## src/rtl/ifir_phase_sequencer.sv

```systemverilog
// ifir_phase_sequencer
//   Phase/load sequencer for the 8x IFIR interpolation stage. Runs from the
//   single clock_up domain and produces the phase selects, the sample-load
//   strobe, the output-update enable and the stage input sample. Input samples
//   arrive over valid/ready through a one-entry buffer; stopping pushes
//   FLUSH_SAMPLES zero samples through the delay line before going idle.
//
//   Build option: define IFIR_SEQ_UNDERRUN_HOLD_EN to repeat the previous
//   sample on underrun instead of stuffing a zero.
module ifir_phase_sequencer #(
    parameter int DW            = 24,
    parameter int RATIO_LOG2    = 3,   // phase counter width; must be 3 (three phase outputs)
    parameter int FLUSH_SAMPLES = 4
) (
    input  logic          clock_up,
    input  logic          rstn,
    input  logic          enable,
    input  logic [DW-1:0] din,
    input  logic          din_valid,
    output logic          din_ready,
    output logic [DW-1:0] stage_data,
    output logic          clock_in,
    output logic          clock_div2,
    output logic          clock_div4,
    output logic          clock_div8,
    output logic          neg_en,
    output logic          underrun,
    input  logic          underrun_clr,
    output logic          busy
);

    localparam logic [1:0] ST_IDLE  = 2'd0;
    localparam logic [1:0] ST_PRIME = 2'd1;
    localparam logic [1:0] ST_RUN   = 2'd2;
    localparam logic [1:0] ST_FLUSH = 2'd3;

    localparam int              FCW        = $clog2(FLUSH_SAMPLES + 1);
    localparam logic [FCW-1:0]  FLUSH_LAST = FCW'(FLUSH_SAMPLES - 1);
    localparam logic [RATIO_LOG2-1:0] PH_ONE = RATIO_LOG2'(1);

    logic [1:0]            state_q, state_d;
    logic [RATIO_LOG2-1:0] ph_q, ph_d;
    logic [DW-1:0]         nbuf_q, nbuf_d;
    logic                  nbuf_full_q, nbuf_full_d;
    logic [DW-1:0]         stage_data_q, stage_data_d;
    logic                  din_ready_q, din_ready_d;
    logic                  underrun_q, underrun_d;
    logic [FCW-1:0]        flush_cnt_q, flush_cnt_d;

    logic ph_last;
    logic accept;
    logic phasing;
    logic run_load;

    assign ph_last  = &ph_q;
    assign accept   = din_valid && din_ready_q;
    assign phasing  = (state_q == ST_RUN) || (state_q == ST_FLUSH);
    // The ph==7 edge of RUN consumes an accepted sample directly (bypass)
    assign run_load = (state_q == ST_RUN) && ph_last;

    // Next-state, buffer, phase and load computation
    always_comb begin
        state_d      = state_q;
        ph_d         = ph_q;
        nbuf_d       = nbuf_q;
        nbuf_full_d  = nbuf_full_q;
        stage_data_d = stage_data_q;
        underrun_d   = underrun_q && !underrun_clr;
        flush_cnt_d  = flush_cnt_q;

        // Ordinary accept fills the buffer; ready is low whenever it is full
        if (accept && !run_load) begin
            nbuf_d      = din;
            nbuf_full_d = 1'b1;
        end

        case (state_q)
            ST_IDLE: begin
                ph_d = '0;
                if (enable) begin
                    state_d = ST_PRIME;
                end
            end

            ST_PRIME: begin
                ph_d = '0;
                if (!enable) begin
                    state_d = ST_IDLE;          // buffer contents are kept
                end else if (nbuf_full_q) begin
                    stage_data_d = nbuf_q;
                    nbuf_full_d  = 1'b0;
                    state_d      = ST_RUN;
                end
            end

            ST_RUN: begin
                ph_d = ph_q + PH_ONE;
                if (ph_last) begin
                    if (nbuf_full_q) begin
                        stage_data_d = nbuf_q;
                        nbuf_full_d  = 1'b0;
                    end else if (accept) begin
                        stage_data_d = din;
                    end else begin
                        underrun_d = 1'b1;      // set wins over clear
`ifdef IFIR_SEQ_UNDERRUN_HOLD_EN
                        stage_data_d = stage_data_q;
`else
                        stage_data_d = '0;
`endif
                    end
                    // Stop request only takes effect after this load
                    if (!enable) begin
                        state_d     = ST_FLUSH;
                        nbuf_full_d = 1'b0;
                        flush_cnt_d = '0;
                    end
                end
            end

            default: begin // ST_FLUSH
                ph_d = ph_q + PH_ONE;
                if (ph_last) begin
                    stage_data_d = '0;
                    if (flush_cnt_q == FLUSH_LAST) begin
                        state_d     = ST_IDLE;
                        ph_d        = '0;
                        flush_cnt_d = '0;
                    end else begin
                        flush_cnt_d = flush_cnt_q + FCW'(1);
                    end
                end
            end
        endcase

        // Registered ready tracks the next buffer/state so it has no input path
        din_ready_d = !nbuf_full_d && (state_d != ST_FLUSH);
    end

    // State registers with asynchronous active-low reset
    always_ff @(posedge clock_up or negedge rstn) begin
        if (!rstn) begin
            state_q      <= ST_IDLE;
            ph_q         <= '0;
            nbuf_q       <= '0;
            nbuf_full_q  <= 1'b0;
            stage_data_q <= '0;
            din_ready_q  <= 1'b0;
            underrun_q   <= 1'b0;
            flush_cnt_q  <= '0;
        end else begin
            state_q      <= state_d;
            ph_q         <= ph_d;
            nbuf_q       <= nbuf_d;
            nbuf_full_q  <= nbuf_full_d;
            stage_data_q <= stage_data_d;
            din_ready_q  <= din_ready_d;
            underrun_q   <= underrun_d;
            flush_cnt_q  <= flush_cnt_d;
        end
    end

    assign din_ready  = din_ready_q;
    assign stage_data = stage_data_q;
    assign clock_in   = phasing && ph_last;
    assign clock_div2 = ph_q[0];
    assign clock_div4 = ph_q[1];
    assign clock_div8 = ph_q[2];
    assign neg_en     = phasing;
    assign underrun   = underrun_q;
    assign busy       = (state_q != ST_IDLE);

endmodule

```

## config.mk

```make
export PLATFORM = sky130hd
export DESIGN_NAME = ifir_phase_sequencer
export DESIGN_NICKNAME = d
export VERILOG_FILES = /design/src/rtl/ifir_phase_sequencer.sv
export SDC_FILE = /design/constraint.sdc
export NUM_CORES = 1
export LEC_CHECK = 0
export ABC_AREA = 1
export BUFFER_PORTS_ARGS = -buffer_cell sky130_fd_sc_hd__buf_2
export CAP_MARGIN = 20
export CORE_UTILIZATION = 40
export CTS_CLUSTER_DIAMETER = 120
export DETAILED_ROUTE_END_ITERATION = 6
export MAX_ROUTING_LAYER = met4
export SYNTH_ARGS = -nofsm -noshare
export SYNTH_HDL_FRONTEND = slang
export SYNTH_SLANG_ARGS = --single-unit
export TNS_END_PERCENT = 10
```

## constraint.sdc

```tcl
create_clock -name clock_up -period 4.48 [get_ports clock_up]
set_input_delay 0 -clock clock_up [delete_from_list [all_inputs] [get_ports clock_up]]
set_output_delay 0 -clock clock_up [all_outputs]
set_load 0.01 [all_outputs]
```

==> metrics.txt, run 1 <==
status finished, violations left; failing checks design-rule violations; Iter 0 DRT Violations 80; cell count after synthesis about 350; Setup crit start state_q[0]; layout cells sized above 1 28.3%; r2r setup slk 2.16 ns; drt pass-1 iters 6; leakage power 2.10 nW; Root Driver clkbuf_8; final cell count without fillers 541; DPL Wire Length 3.89 mm; post-synthesis async set-or-reset flop share 100%; Hold Crit Class in -> reg; most common cell after layout, fill and taps aside nand2_1; Post-route DRC 2; Setup Skew 0.00790 ns; r2r startpoint state_q[0]; Flop pwr share 37.6%; worst-case reg-to-reg path depth 6; sw frac 39.7%; H-tree levels 3; normalized max-slew margin 30.4%; diodes inserted 0; Synthesized Nets 386; FP Rows 31; Crit Path Max Fanout 24; Vias/cell 4.40; Placer Congestion 0.775; initial antenna violation count 0; final WL slightly above 6 mm; Primary FF master, synth dfrtp_1; vias in the first global route 2206; Slew Limit Fails 0; Chip Height 88.0 um; fin crit period 2.32 ns; Hold Vio Cnt, Final 0; clock sink total 59; Core Area approximately 0.0072 sq mm; number of cells after detailed placement between 400 and 500; global-route wire length before repair 10.2 mm; number of port buffers 60; PwrDens 557 mW/mm^2; largest net degree at the start of global routing 60; RSZ-0062 raised after global routing no; CP arrival 2.59 ns; max-cap violations 0; cts bufs inserted 9; Ys Warns 0; GRT overflow 0; Max Freq between 0.4 and 0.5 GHz; initial core utilization roughly 40%; Cell variety after synth 23; later-pin clock latency in the skew report 0.33 ns; Psw roughly 0.83 mW; Fin Setup TNS 0 ns; commonest non-fill, non-tap cells in the layout 80 x nand2_1, 63 x inv_1, 60 x buf_2; post-CTS sizing 0; final worst slack 2.16 ns; Post-synth EDFFs 0; drt wl/cell ~11 um; Int Power 1.27 mW; worst path required time about 4.8 ns; Seq cells post-synth slightly below 60; Area growth syn-to-layout 27.3%; Hold Crit Depth 5; clk buf depth 2; pre-CTS worst setup slack 2.14 ns; VDD IR max 0.000349 V; Worst Tran Pin Value 1.04 ns; TritonCTS clock tree built; Via Count 2379; Total GRT Usage 18.0%; WS Path Type reg -> reg; Seq/Total Area, Yosys around half; CP startpoint kind register; full die area around 0.0078 sq mm; number of routed nets with antenna violations 0; Logic pwr share 39.5%; hold slack final ~0.10 ns; Clk network pwr share 22.9%; IO Pins 61; Synth Area per Inst 8.49 sq um; final setup violation count 0; hold wc startpoint enable; final core occ 52.3%; element type at the critical path end register; Clock Pin Slew Worst Setup and Hold Paths ~0.07 ns; Mapped Area 0.00296 sq mm; DIE WIDTH just under 90 um; nets 474; crit share post-route 51.7%
[worst paths after layout]
path	endpoint
max	stage_data[12]
min	state_q[1]
max reg2reg	stage_data[12]
min reg2reg	nbuf_q[11]
max in group asynchronous	nbuf_q[3]
min in group asynchronous	stage_data[13]
[routing by layer]
metal / wire length, um / vias up / track usage [%]
met4: 66 / 0 / 8.36
met5: 0 / - / -
met1: 3080 / 1068 / 23.1
li1: - / 1255 / -
met2: 2740 / 49 / 27.5
met3: 232 / 7 / 3.39
[power groups by stage]
stage          registers [mW]  clock network, mW  logic (mW)
2_1_floorplan           0.801                  0       0.648
3_3_place_gp            0.795                  0       0.793
3_5_place_dp            0.801                  0       0.822
4_1_cts                 0.792              0.498       0.843
5_1_grt                 0.815              0.511       0.954
6_report                0.790              0.481       0.829
[sequential cells by signal, summed over array words and instances (netlist names)]
signal / count
din_ready: 1
underrun: 1
nbuf_q: 24
stage_data: 24
flush_cnt_q: 3
state_q: 2
nbuf_full_q: 1
ph_q: 3
[kinds of logic after synthesis]
group                    after synthesis  share of synthesized area (%)
AND/OR/NAND/NOR                      145                           22.7
buffers and inverters                 79                           12.1
flip-flops                            59                           49.9
AO/OA/AOI/OAI                         58                           11.9
adder cells (fa/ha/maj)                8                           3.38
[area by class of cell]
class / count / area [sq um]
tap: 99 / 124
multi-input combinational: 211 / 1130
fill: 704 / 3440
timing repair buffer: 90 / 601
clock buffer: 12 / 145
sequential: 59 / 1480
clock inverter: 4 / 50.0
inverter: 66 / 248
[repair_timing]
item,4_1_cts,5_1_grt
endpoints found under the hold margin,84,0
buffers inserted,0,0
hold buffers,27,0
[Yosys cell counts, types with 2 or more instances]
| cell type | n | area (sq um) |
|---|---|---|
| dfrtp_1 | 59 | 1480 |
| buf_12 | 2 | 40.0 |
| nand2_1 | 80 | 300 |
| a21oi_1 | 2 | 10.0 |
| o22ai_1 | 24 | 150 |
| buf_4 | 4 | 30.0 |
| nand2_2 | 41 | 257 |
| o21ai_0 | 26 | 130 |
| inv_1 | 63 | 236 |
| nand3_1 | 8 | 40.0 |
| inv_2 | 3 | 11.3 |
| ha_1 | 8 | 100 |
| nor2_1 | 15 | 56.3 |
| buf_2 | 4 | 20.0 |
| clkbuf_1 | 2 | 7.51 |
[critical path, cell delays in order (launching register included)]
cell	delay, ns
dfrtp_1	0.44
inv_2	0.13
ha_1	0.31
nand3_1	0.77
o22ai_1	0.45
nand2_2	0.09
nand2_2	0.07
[through the flow]
stage               area (sq um)  total power [mW]
floorplan                   2960              1.45
global placement            3290              1.59
detailed placement          3300              1.62
CTS                         3770              2.13
global route                3770              2.28
finish                      3770              2.10
Note: power is estimated with default switching activity, not from simulation.
==> run 2: changes to the inputs <==
==> constraint.sdc (replaced) <==
create_clock -name clock_up -period 2.15 [get_ports clock_up]
set_input_delay 0 -clock clock_up [delete_from_list [all_inputs] [get_ports clock_up]]
set_output_delay 0 -clock clock_up [all_outputs]
set_load 0.01 [all_outputs]
==> run 2 against run 1 <==
  * The run now ends clean
  * Clock power up 130%
  * Routed wire length up 7.9%
  * Design area up 1.6%
  * Sequential power up 110%
  * Utilization up 0.85 points
  * Global-route usage up 1.5 points
==> metrics.txt, run 2 (same netlist as run 1, synthesis figures left out) <==
status complete, no violations; Clock Pin Slew Worst Setup and Hold Paths approximately 0.070 ns; clk buf depth 2; Iter 0 DRT Violations 166; drt wl/cell 12.1 um; number of port buffers 60; fin crit period 1.94 ns; FP Rows 31; cts bufs inserted 9; layout cells sized above 1 29.2%; Fillers 716; later-pin clock latency in the skew report between 0.3 and 0.4 ns; Root Driver clkbuf_8; nets 480; Crit Path Max Fanout 6; DIE WIDTH roughly 88 um; commonest non-fill, non-tap cells in the layout 80 x nand2_1, 63 x inv_1, 60 x buf_2; element type at the critical path end register; initial core utilization around two fifths; drt pass-1 iters 5; post-placement cell area 0.00334 sq mm; largest net degree at the start of global routing between 40 and 50; Setup Skew roughly 0.0055 ns; Fin Setup TNS 0 ns; PwrDens 1190 mW/mm^2; clock sink total 59; most common cell after layout, fill and taps aside nand2_1; number of cells after detailed placement approximately 500; global-route wire length before repair between 10 and 15 mm; WS Path Type reg -> reg; vias in the first global route 2379; final WL between 6 and 7 mm; H-tree levels 3; crit share post-route 90.3%; IO Pins 61; total chip power 4.57 mW; worst path required time 2.42 ns; initial antenna violation count 0; Slew Limit Fails 0; Total GRT Usage 19.5%; diodes inserted 0; TritonCTS clock tree built; GRT overflow 0; max-cap violations 0; final setup violation count 0; hold slack final slightly above 0.1 ns; CP arrival 2.21 ns; full die area 0.00775 sq mm; Max Freq 0.515 GHz; final cell count without fillers 547; Worst Tran Pin Value about 0.53 ns; number of routed nets with antenna violations 0; VDD IR max 0.000721 V; Hold Vio Cnt, Final 0; RSZ-0062 raised after global routing no; Area growth syn-to-layout 29.4%; CP startpoint kind register; DPL Wire Length roughly 4.3 mm; Chip Height 88.0 um; Vias/cell roughly 4.5; Post-route DRC 0; normalized max-slew margin 64.5%; Hold Crit Class in -> reg; Core Area 0.00721 sq mm; Placer Congestion 0.806; Via Count 2461; leakage power roughly 2.1 nW; total setup buffers inserted after CTS 0; post-route cell area around 0.0038 sq mm
run 2: cell count changes in the layout (fill, tap and decap cells not counted), sizes merged:
cell      change
bufinv        +1
buf           +6
clkinv        +1
clkinvlp      -2
run 2: metal layers:
metal  global-route usage [%]  up-vias  share of wire, %
li1                         -     1266                 -
met1                     25.4     1139                47
met2                     30.2       50                48
met3                     4.34        6               4.3
met4                     6.60        0               1.1
met5                        -        -                 0
run 2: report_power, final:
group          internal (mW)  switching (mW)
logic                  0.651            1.12
clock network          0.686           0.449
registers               1.45           0.209
total                   2.78            1.78
run 2: through the flow:
| step | util (%) | setup slack [ns] |
|---|---|---|
| after floorplan | - | 0.510 |
| after global placement | 46.3 | 0.330 |
| after detailed placement | 46.3 | 0.304 |
| after CTS | 53.1 | 0.235 |
| after global routing | 53.1 | 0.0843 |
| final | 53.1 | 0.208 |
run 2: layout make-up:
type                       instances  area, sq um  area share, %
clock buffer                      12          145           3.79
sequential                        59         1480           38.5
timing repair buffer              96          638           16.7
inverter                          66          248           6.47
tap                               99          124           3.23
clock inverter                     4         73.8           1.93
multi-input combinational        211         1130           29.4
run 2: path summary, 6_finish.rpt:
kind                                     start             end  slack, ns  depth (start not counted)
worst max-delay path                   ph_q[0]        underrun       0.21                          5
worst min-delay path                    enable      state_q[1]       0.10                          5
worst max register to register         ph_q[0]        underrun       0.21                          5
worst min register to register  stage_data[20]  stage_data[20]       0.48                          2
max in group asynchronous                 rstn        underrun       1.28                          3
min in group asynchronous                 rstn  stage_data[13]       0.17                          2
run 2: critical path: stages, from the launching register on:
cell and delay, ns:
dfrtp_1 0.38, ha_1 0.19, ha_1 0.32, nand2_1 0.13, o32ai_1 0.28, dlygate4sd3_1 0.58
run 2: repair_timing:
| action | 4_1_cts | 5_1_grt |
|---|---|---|
| hold endpoints to repair | 46 | 0 |
| hold buffers | 27 | 0 |
| gates resized for setup | 0 | 0 |
